`config.mk`:
```
export PLATFORM = sky130hd
export DESIGN_NAME = instr_fetch_unit_flat
export DESIGN_NICKNAME = d
export VERILOG_FILES = /design/src/rtl/instr_fetch_unit_if.sv /design/src/rtl/instr_fetch_unit.sv /design/src/flat_wrapper.sv
export SDC_FILE = /design/constraint.sdc
export NUM_CORES = 1
export LEC_CHECK = 0
export CAP_MARGIN = 0
export CORE_MARGIN = 5
export CORE_UTILIZATION = 44
export DETAILED_ROUTE_END_ITERATION = 10
export GPL_ROUTABILITY_DRIVEN = 0
export PLACE_DENSITY_LB_ADDON = 0.2
export SKIP_CTS_REPAIR_TIMING = 1
export SLEW_MARGIN = 25
export SYNTH_ARGS = -nofsm -noshare
export SYNTH_HDL_FRONTEND = slang
export SYNTH_SLANG_ARGS = --single-unit
```
`constraint.sdc`:
```
create_clock -name clk -period 5.1 [get_ports clk]
set_input_delay 0.51 -clock clk [delete_from_list [all_inputs] [get_ports clk]]
set_output_delay 0.51 -clock clk [all_outputs]
set_load 0.05 [all_outputs]
```
`src/rtl/instr_fetch_unit_if.sv`:
```
// Instruction-fetch bus bundle: the instruction-memory req/ack port and the
// decode-side exchange with the control unit. The fetch unit uses the master
// modport. The memory/control-unit side uses the slave modport.
interface instr_fetch_unit_if #(
    parameter int ADDR_W  = 16,
    parameter int INSTR_W = 60
);
    logic               imem_req;
    logic [ADDR_W-1:0]  imem_addr;
    logic               imem_ack;
    logic [INSTR_W-1:0] imem_rdata;
    logic [3:0]         opcode;
    logic [INSTR_W-1:0] instr;
    logic               instr_valid;
    logic               branch_en;
    logic               jump_en;
    logic               branch_cond;
    logic               stall;

    modport master (
        output imem_req, imem_addr, opcode, instr, instr_valid,
        input  imem_ack, imem_rdata, branch_en, jump_en, branch_cond, stall
    );

    modport slave (
        input  imem_req, imem_addr, opcode, instr, instr_valid,
        output imem_ack, imem_rdata, branch_en, jump_en, branch_cond, stall
    );
endinterface

```
`src/rtl/instr_fetch_unit.sv`:
```
// Instruction fetch and sequencing unit for the 60-bit processor.
// The unit owns the PC and fetches over a req/ack handshake. It holds the
// fetched word in the instruction register and presents its opcode for decode.
// It then picks the next PC from the control unit's jump/branch response.
// Opcode 4'hF halts the unit until reset.
// Optional feature macro: IFU_TIMEOUT_EN. When it is defined, an ack timeout
// counter and the fetch_err output are added. After TIMEOUT ack-less FETCH
// cycles, fetch_err is set and the unit halts.
module instr_fetch_unit #(
    parameter int                ADDR_W   = 16,
    parameter int                INSTR_W  = 60,
    parameter logic [ADDR_W-1:0] RESET_PC = '0
`ifdef IFU_TIMEOUT_EN
    ,
    parameter int                TIMEOUT  = 255
`endif
) (
    input  logic               clk,
    input  logic               rst_n,
    instr_fetch_unit_if.master bus,
    output logic [ADDR_W-1:0]  pc,
    output logic               halted
`ifdef IFU_TIMEOUT_EN
    ,
    output logic               fetch_err
`endif
);

    typedef enum logic [1:0] {
        S_IDLE   = 2'd0,
        S_FETCH  = 2'd1,
        S_DECODE = 2'd2,
        S_HALT   = 2'd3
    } state_t;

    localparam logic [3:0] OP_HALT = 4'hF;

    state_t             state_reg, state_next;
    logic [ADDR_W-1:0]  pc_reg, pc_next;
    logic [INSTR_W-1:0] ir_reg, ir_next;
    logic [ADDR_W-1:0]  target;

`ifdef IFU_TIMEOUT_EN
    localparam int CNT_W = $clog2(TIMEOUT + 1);
    logic [CNT_W-1:0] cnt_reg, cnt_next;
    logic             err_reg, err_next;
`endif

    // The branch/jump target is the low ADDR_W bits of the instruction.
    assign target = ir_reg[ADDR_W-1:0];

    // This block holds the state, PC and instruction register. All of them drop to their reset values asynchronously.
    always_ff @(posedge clk or negedge rst_n) begin
        if (!rst_n) begin
            state_reg <= S_IDLE;
            pc_reg    <= RESET_PC;
            ir_reg    <= '0;
        end else begin
            state_reg <= state_next;
            pc_reg    <= pc_next;
            ir_reg    <= ir_next;
        end
    end

`ifdef IFU_TIMEOUT_EN
    // This block holds the timeout counter and the sticky error flag.
    always_ff @(posedge clk or negedge rst_n) begin
        if (!rst_n) begin
            cnt_reg <= '0;
            err_reg <= 1'b0;
        end else begin
            cnt_reg <= cnt_next;
            err_reg <= err_next;
        end
    end
`endif

    // This block selects the next state and computes the next PC and IR values.
    always_comb begin
        state_next = state_reg;
        pc_next    = pc_reg;
        ir_next    = ir_reg;
`ifdef IFU_TIMEOUT_EN
        cnt_next   = cnt_reg;
        err_next   = err_reg;
`endif
        case (state_reg)
            S_IDLE: begin
                state_next = S_FETCH;
`ifdef IFU_TIMEOUT_EN
                cnt_next   = '0;
`endif
            end
            S_FETCH: begin
                if (bus.imem_ack) begin
                    ir_next    = bus.imem_rdata;
                    state_next = S_DECODE;
                end
`ifdef IFU_TIMEOUT_EN
                else if (cnt_reg == CNT_W'(TIMEOUT - 1)) begin
                    err_next   = 1'b1;
                    state_next = S_HALT;
                end else begin
                    cnt_next = cnt_reg + CNT_W'(1);
                end
`endif
            end
            S_DECODE: begin
                if (!bus.stall) begin
                    if (ir_reg[INSTR_W-1 -: 4] == OP_HALT) begin
                        // The halt instruction leaves the PC pointing at itself.
                        state_next = S_HALT;
                    end else begin
                        state_next = S_FETCH;
`ifdef IFU_TIMEOUT_EN
                        cnt_next   = '0;
`endif
                        if (bus.jump_en)
                            pc_next = target;
                        else if (bus.branch_en && bus.branch_cond)
                            pc_next = target;
                        else
                            pc_next = pc_reg + ADDR_W'(1);
                    end
                end
            end
            S_HALT: state_next = S_HALT;
            default: state_next = S_IDLE;
        endcase
    end

    // The handshake and status outputs are decoded directly from the state register.
    assign bus.imem_req    = (state_reg == S_FETCH);
    assign bus.instr_valid = (state_reg == S_DECODE);
    assign bus.imem_addr   = pc_reg;
    assign bus.instr       = ir_reg;
    assign bus.opcode      = ir_reg[INSTR_W-1 -: 4];
    assign pc              = pc_reg;
    assign halted          = (state_reg == S_HALT);
`ifdef IFU_TIMEOUT_EN
    assign fetch_err       = err_reg;
`endif

endmodule

```
`src/flat_wrapper.sv`:
```
// flat-port wrapper written by rule: the top's interface ports become plain ports
module instr_fetch_unit_flat 
#(
    parameter int                ADDR_W   = 16,
    parameter int                INSTR_W  = 60,
    parameter logic [ADDR_W-1:0] RESET_PC = '0

)
  (clk, rst_n, pc, halted, bus_imem_req, bus_imem_addr, bus_opcode, bus_instr, bus_instr_valid, bus_imem_ack, bus_imem_rdata, bus_branch_en, bus_jump_en, bus_branch_cond, bus_stall);
  instr_fetch_unit_if #(.ADDR_W(ADDR_W), .INSTR_W(INSTR_W)) bus_i ();
  input  logic clk;
  input  logic rst_n;
  output logic [ADDR_W-1:0] pc;
  output logic halted;
  output wire logic [$bits(bus_i.imem_req)-1:0] bus_imem_req;
  output wire logic [$bits(bus_i.imem_addr)-1:0] bus_imem_addr;
  output wire logic [$bits(bus_i.opcode)-1:0] bus_opcode;
  output wire logic [$bits(bus_i.instr)-1:0] bus_instr;
  output wire logic [$bits(bus_i.instr_valid)-1:0] bus_instr_valid;
  input wire logic [$bits(bus_i.imem_ack)-1:0] bus_imem_ack;
  input wire logic [$bits(bus_i.imem_rdata)-1:0] bus_imem_rdata;
  input wire logic [$bits(bus_i.branch_en)-1:0] bus_branch_en;
  input wire logic [$bits(bus_i.jump_en)-1:0] bus_jump_en;
  input wire logic [$bits(bus_i.branch_cond)-1:0] bus_branch_cond;
  input wire logic [$bits(bus_i.stall)-1:0] bus_stall;
  assign bus_imem_req = bus_i.imem_req;
  assign bus_imem_addr = bus_i.imem_addr;
  assign bus_opcode = bus_i.opcode;
  assign bus_instr = bus_i.instr;
  assign bus_instr_valid = bus_i.instr_valid;
  assign bus_i.imem_ack = bus_imem_ack;
  assign bus_i.imem_rdata = bus_imem_rdata;
  assign bus_i.branch_en = bus_branch_en;
  assign bus_i.jump_en = bus_jump_en;
  assign bus_i.branch_cond = bus_branch_cond;
  assign bus_i.stall = bus_stall;
  instr_fetch_unit #(.ADDR_W(ADDR_W), .INSTR_W(INSTR_W), .RESET_PC(RESET_PC)) u_core (.clk(clk), .rst_n(rst_n), .bus(bus_i), .pc(pc), .halted(halted));
endmodule
```
Word-level counts from Yosys, hierarchy flattened
Index checks and enable logic that the tools add are counted.
Operators by class
  add/sub/neg operators: 1
  equality and inequality tests: 6
  multiplexer cells: 6
  bitwise logic cells: 2
  reductions and logical operators: 5
Operators by type and width (count)
  $mux W16: 2
  $add A16 B1 Y16 const B: 1
  $pmux W2 S4: 1
  $mux W2: 3
  $eq A2 B2 Y1 const B: 2
  $eq A4 B4 Y1 const B: 1
  $reduce_and A2 Y1: 2
  $reduce_and A3 Y1: 1
  $eq A2 B1 Y1 const B: 1
  $logic_not A2 Y1: 1
  $ne A2 B1 Y1 const B: 1
  $ne A2 B2 Y1 const B: 1
  $not A1 Y1: 2
  $logic_and A1 B1 Y1: 1
Storage, ports and cells
  bits in registers: 78
  input port bits: 67
  logic and storage cells: 23

Depth between registers and ports, before layout
Gate-level depths: netlist of the first run.
  depth in word-level cells: 4
  depth in mapped cells: 6
  depth with buffers taken out: 5

Worst setup path before layout of the first run
OpenSTA, ideal clock, no wires.
  path type: register to register
  from: register u_core.state_reg[0]
  to: register u_core.ir_reg[0], in the netlist u_core.bus.instr[0]
  arrival time: 2021 ps
  required time: 4975 ps
  path slack: 2954 ps
  stages on the path, launching flop included: 5
  cell sequence: dfrtp_1 > nor2b_1 > nand2_1 > buf_1 > mux2_2
Between the ends
  cells in the longest elaborated chain, start to end: 2
Ends and longest elaborated chain
  start: declaration: line instr_fetch_unit.sv:38  | state_t state_reg, state_next;
  start signal: assignment: line instr_fetch_unit.sv:59  | state_reg <= state_next;
  $eq A2 B1 Y1
  net bus_imem_req: line flat_wrapper.sv:15  | output wire logic [$bits(bus_i.imem_req)-1:0] bus_imem_req;
  $reduce_and A2 Y1 (no line)
  end signal: assignment: line instr_fetch_unit.sv:61  | ir_reg <= ir_next;
  end: declaration: line instr_fetch_unit.sv:40  | logic [INSTR_W-1:0] ir_reg, ir_next;
The timed path passes the listed nets, and every way through them passes these cells.
A chain may end at the register's enable or synchronous reset.

Worst setup path in the final report of the first run
  from: register u_core.state_reg[0]
  to: output bus_imem_req
Between the ends
  cells in the longest elaborated chain, start to end: 1
Ends and longest elaborated chain
  $eq A2 B1 Y1: line instr_fetch_unit.sv:133  | assign bus.imem_req = (state_reg == S_FETCH);
  end: declaration: line flat_wrapper.sv:15
Every way passes these cells.

==> results.yml, run 1 <==
timing:
  finalSetupViolCount: 0
  final.setup.tns_ps: 0
  clock-skew-final_ps: 10.5
  post-route-period-util_pct: 48.1
  slew-limit-headroom_pct: 53.2
  maxSlewViolCount: 0
  worst_hold_slack_ps: 181
  period_needed_ps: 2450
  timing.final.hold_violations: 0
  max_freq_mhz: 408
  rsz0062_at_grt: "false"
  tightestPinTransition_ps: 702
placed_design:
  hpwl_mm: 6.37
  number_of_placed_instances_taps_included: 511
  portBuffers: 165
floorplan:
  initial_utilization_pct: 44.9
  chipWidth_microns: 98.6
  std_cell_rows: 32
  floorplan.die_area_sq_mm: 0.00972
  floorplan.die.height_microns: 98.6
  design.portCount: 166
  total_core_area_sq_mm: 0.00769
global_routing:
  grt_use_total_pct: 18.0
  met3_resource_use_gr_pct: 8.99
  grt.met2_usage_pct: 29.7
  vias_in_the_first_global_route: 2899
  globalRouteOverflowTotal: 0
  antenna_found_initial: 0
  grt_max_degree: 79
  use_met1_pct: 19.6
  wire_length_of_the_first_global_routing_pass_mm: 14.0
  globalRoute.busiestLayer: "met2"
final_layout:
  largest_register_ffs: 60
  seq_area_sq_mm: 0.00195
  insertedDiodeCount: 0
  total_area_of_multi_input_combinational_cells_sq_mm: 0.00131
  post_route_cells_drive_above_1_share_pct: 19.3
  area_growth_from_synthesis_to_final_layout_pct: 51.4
  final_cell_count_no_fill: 527
  layout.filler_cells: 605
  finish.net_count: 488
worst_setup_path:
  critical_path_required_ps: 4590
  crit_end: "bus_imem_req"
  worstSetupStartpointType: "flip-flop"
  rr_worst_depth: 4
  worst_r2r_dst: "u_core.bus.imem_addr[15]"
  regToRegSetupSlack_ps: 2980
  worst-setup-path-type: "reg2out"
  r2r_start: "u_core.bus.instr[58]"
  crit_arrival_ps: 1940
  timing.critical_path.to_type: "output pin"
  critical_path.max_fanout: 6
  crit_start: "u_core.state_reg[0]"
logic_synthesis:
  synthesis.yosys.warnings: 0
  syn-mean-instance-area_sq_um: 12.5
  syn-num-nets: 345
  synth_enable_flop_cells: 0
  seq_area_frac_synth_pct: 56.5
  synth_cells: 277
  async_reset_ff_share_pct: 100
  post_synth_instance_area_sq_mm: 0.00345
  postSynthRegisterBits: 78
  synth_flop_cell: "dfrtp_1"
  synth.distinct_cells: 35
clock_network:
  worstSkewPairLatency_ps: 350
  clock_tree.buffer_depth: 2
  cts_tree: "built"
  clk_pin_slew_worst_paths_ps: 80
  total_cts_buffers: 9
  tritoncts_num_sinks: 78
  h-tree-depth: 3
  cts.root.buffer_cell: "clkbuf_8"
routing:
  wirelength_mm: 8.70
  detail_route.drc_violations: 0
  detail_route.iter0.violations: 90
  via_per_inst: 5.20
  vias: 2739
  wl_per_cell_microns: 16.5
  firstDrtPassIters: 4
  detail-route-antenna-nets: 0
outcome:
  outcome: "complete, no violations"
worst_hold_path:
  hold_path_class: "in2async"
flow_run:
  cap_violations: 0
==> critical path, stage by stage (launching register included) <==
cell and delay, ps:
dfrtp_1 460, nor2b_1 270, clkdlybuf4s50_1 860
==> cells in the final DEF (no fill, tap or decap), drive strengths merged, types with 5 or more instances in the layout <==
| master | netlist | layout |
|---|---|---|
| a21oi | 13 | 13 |
| dfrtp | 78 | 78 |
| nand4 | 5 | 5 |
| o22ai | 5 | 5 |
| nor2 | 8 | 8 |
| o21ai | 10 | 10 |
| nand2 | 16 | 16 |
| nand3 | 9 | 9 |
| clkbuf | 7 | 10 |
| clkdlybuf4s50 | 0 | 164 |
| mux2 | 60 | 60 |
| a2bb2oi | 7 | 7 |
==> through the flow <==
step	utilization (%)	worst slack [ps]	instance area (sq um)
after global routing	68.0	2540	5230
after floorplan	-	2950	3450
final	68.0	2650	5230
after CTS	67.9	2650	5220
after detailed placement	65.6	2530	5040
after global placement	65.6	2550	5040
==> cells by family (layout without fill, tap and decap cells) <==
group	Yosys count	after routing	synth area share [%]
flops	78	78	56.5
mux	60	60	19.6
simple gates	54	54	8.26
compound gates	49	49	9.24
buf+inv	35	183	6.02
fa+ha+maj	1	1	0.362
==> metal layers <==
layer | wire length (microns) | part of all wire [%] | vias up
met5 | 0 | 0 | -
met2 | 4240 | 49 | 122
met4 | 109 | 1.3 | 0
met1 | 3240 | 37 | 1322
li1 | - | - | 1284
met3 | 1110 | 13 | 11
==> Yosys cell counts, drive strengths merged, types with 2 or more instances <==
library cell / number / area (sq um)
o22a: 3 / 26.3
nor2: 8 / 30.0
dfrtp: 78 / 1950
a31oi: 2 / 12.5
and4: 4 / 35.0
a2bb2oi: 7 / 61.3
clkbuf: 7 / 26.3
nand3: 9 / 45.0
mux2: 60 / 676
o22ai: 5 / 31.3
a22oi: 2 / 15.0
nand2: 16 / 60.1
buf: 28 / 181
and2: 4 / 25.0
o21ai: 10 / 50.0
a21oi: 13 / 65.1
nand4: 5 / 31.3
nor2b: 2 / 12.5
==> worst min path at each step <==
stage | endpoint | cells past startpoint
6_report | u_core.bus.imem_addr[4] | 1
5_1_grt | u_core.bus.instr[6] | 1
4_1_cts | u_core.bus.instr[6] | 1
3_5_place_dp | u_core.bus.instr[32] | 1
2_1_floorplan | u_core.bus.imem_addr[0] | 0
3_3_place_gp | u_core.bus.instr[45] | 1
==> layout make-up <==
cell class | instances | area share (%)
well taps | 102 | 2.44
repair buffers | 167 | 31.9
multi-input cells | 164 | 25.0
clock buffers | 10 | 2.63
flip-flops and latches | 78 | 37.3
clock inverters | 6 | 0.718
Power of run 1 is left out: the tool's default activity adds up to more than one toggle a clock period on the data nets, which glitch-free logic cannot reach.
==> inputs of run 2 (changes only) <==
--- a/config.mk
+++ b/config.mk
@@ -7,7 +7,7 @@
 export LEC_CHECK = 0
 export CAP_MARGIN = 0
 export CORE_MARGIN = 5
-export CORE_UTILIZATION = 44
+export CORE_UTILIZATION = 37
 export DETAILED_ROUTE_END_ITERATION = 10
 export GPL_ROUTABILITY_DRIVEN = 0
 export PLACE_DENSITY_LB_ADDON = 0.2
==> constraint.sdc (replaced) <==
create_clock -name clk -period 2.2 [get_ports clk]
set_input_delay 0.22 -clock clk [delete_from_list [all_inputs] [get_ports clk]]
set_output_delay 0.22 -clock clk [all_outputs]
set_load 0.05 [all_outputs]
==> run 2 against run 1 <==
Compared with the run above: core utilization is 9.7 points lower; clock skew hardly changed; via count is 0.37% higher; register-to-register slack worse by 2600 ps; wire length is 4.3% higher; cell count is 2.8% higher; sequential share of layout area is 0.77 points lower; sequential cell count stayed put; global-route usage is 1.7 points lower; critical path type unchanged.
==> results.yml, run 2 (synthesis results as in run 1) <==
final_layout:
  finish.net_count: 494
  largest_register_ffs: 60
  post_route_cells_drive_above_1_share_pct: 20.2
  insertedDiodeCount: 0
  mostFrequentLayoutCell: "clkdlybuf4s50_1"
  layout.filler_cells: 788
  layout.cells.most_common_list: "163 x clkdlybuf4s50_1, 78 x dfrtp_1, 60 x mux2_2"
  area_growth_from_synthesis_to_final_layout_pct: 54.6
worst_setup_path:
  critical_path.max_fanout: 7
  critical_path_required_ps: 1980
  timing.critical_path.to_type: "output pin"
  worstSetupStartpointType: "flip-flop"
  regToRegSetupSlack_ps: 380
  worst-setup-path-type: "reg2out"
  crit_start: "u_core.state_reg[1]"
  r2r_start: "u_core.bus.instr[58]"
  crit_arrival_ps: 1820
clock_network:
  tritoncts_num_sinks: 78
  cts.root.buffer_cell: "clkbuf_8"
  clk_pin_slew_worst_paths_ps: 90
  h-tree-depth: 3
  total_cts_buffers: 9
  cts_tree: "built"
  clock_tree.buffer_depth: 2
  worstSkewPairLatency_ps: 340
timing:
  timing.final.hold_violations: 0
  finalSetupViolCount: 0
  max_freq_mhz: 490
  period_needed_ps: 2040
  final.setup.tns_ps: 0
  slew-limit-headroom_pct: 63.2
  tightestPinTransition_ps: 551
  post-route-period-util_pct: 92.8
  maxSlewViolCount: 0
  rsz0062_at_grt: "false"
  clock-skew-final_ps: 10.4
routing:
  firstDrtPassIters: 5
  via_per_inst: 5.07
  vias: 2749
  wl_per_cell_microns: 16.7
  detail-route-antenna-nets: 0
  detail_route.drc_violations: 0
  wirelength_mm: 9.07
  detail_route.iter0.violations: 107
placed_design:
  hpwl_mm: 6.77
  portBuffers: 165
floorplan:
  std_cell_rows: 35
  floorplan.die_area_sq_mm: 0.0114
  initial_utilization_pct: 37.7
  floorplan.die.height_microns: 107
  total_core_area_sq_mm: 0.00915
  chipWidth_microns: 107
  design.portCount: 166
global_routing:
  antenna_found_initial: 0
  grt_max_degree: 47
  wire_length_of_the_first_global_routing_pass_mm: 14.9
  vias_in_the_first_global_route: 2941
  globalRouteOverflowTotal: 0
  grt_use_total_pct: 16.3
worst_hold_path:
  hold_path_class: "in2async"
outcome:
  outcome: "complete, no violations"
flow_run:
  cap_violations: 0
==> run 2: cell types whose count changed in the layout (fill, tap and decap cells not counted), sizes merged <==
cell,change
clkinvlp,-2
clkdlybuf4s50,-1
dlygate4sd3,+1
buf,+6
bufinv,+2
==> run 2: final cells by class <==
type	instances	area (sq um)	share of cell area [%]
flip-flops and latches	78	1950	36.6
repair buffers	173	1730	32.5
multi-input cells	164	1300	24.3
well taps	111	139	2.60
clock buffers	10	128	2.39
clock inverters	6	86.3	1.62
==> run 2: worst max-delay path: stages (launching register included) <==
cell	delay, ps
dfrtp_1	430
nor2b_1	190
clkdlybuf4s50_1	860
==> run 2: worst paths after layout <==
check	endpoint	cells after the start
max in group asynchronous	u_core.bus.instr[34]	3
hold reg to reg	u_core.bus.instr[20]	1
min in group clk	u_core.bus.instr[6]	2
setup / recovery	bus_instr_valid	2
setup reg to reg	u_core.bus.imem_addr[15]	4
hold / removal	u_core.bus.instr[3]	2
==> run 2: metrics by stage <==
step	cells	worst slack (ps)	hold WS [ps]	area (sq um)	utilization (%)
6_report	542	158	355	5340	58.3
5_1_grt	542	57.9	382	5340	58.3
2_1_floorplan	277	54.2	-75.6	3450	-
3_5_place_dp	525	170	199	5110	55.9
3_3_place_gp	525	206	200	5110	55.9
4_1_cts	541	127	-190	5330	58.2
==> run 2: per-layer routing <==
layer | track usage, % | share of wire [%] | vias up
li1 | - | - | 1285
met1 | 19.1 | 39 | 1336
met2 | 25.7 | 47 | 120
met3 | 8.97 | 13 | 8
met4 | 4.93 | 0.99 | 0
met5 | 0 | 0 | -
Power of run 2 is left out for the same reason.
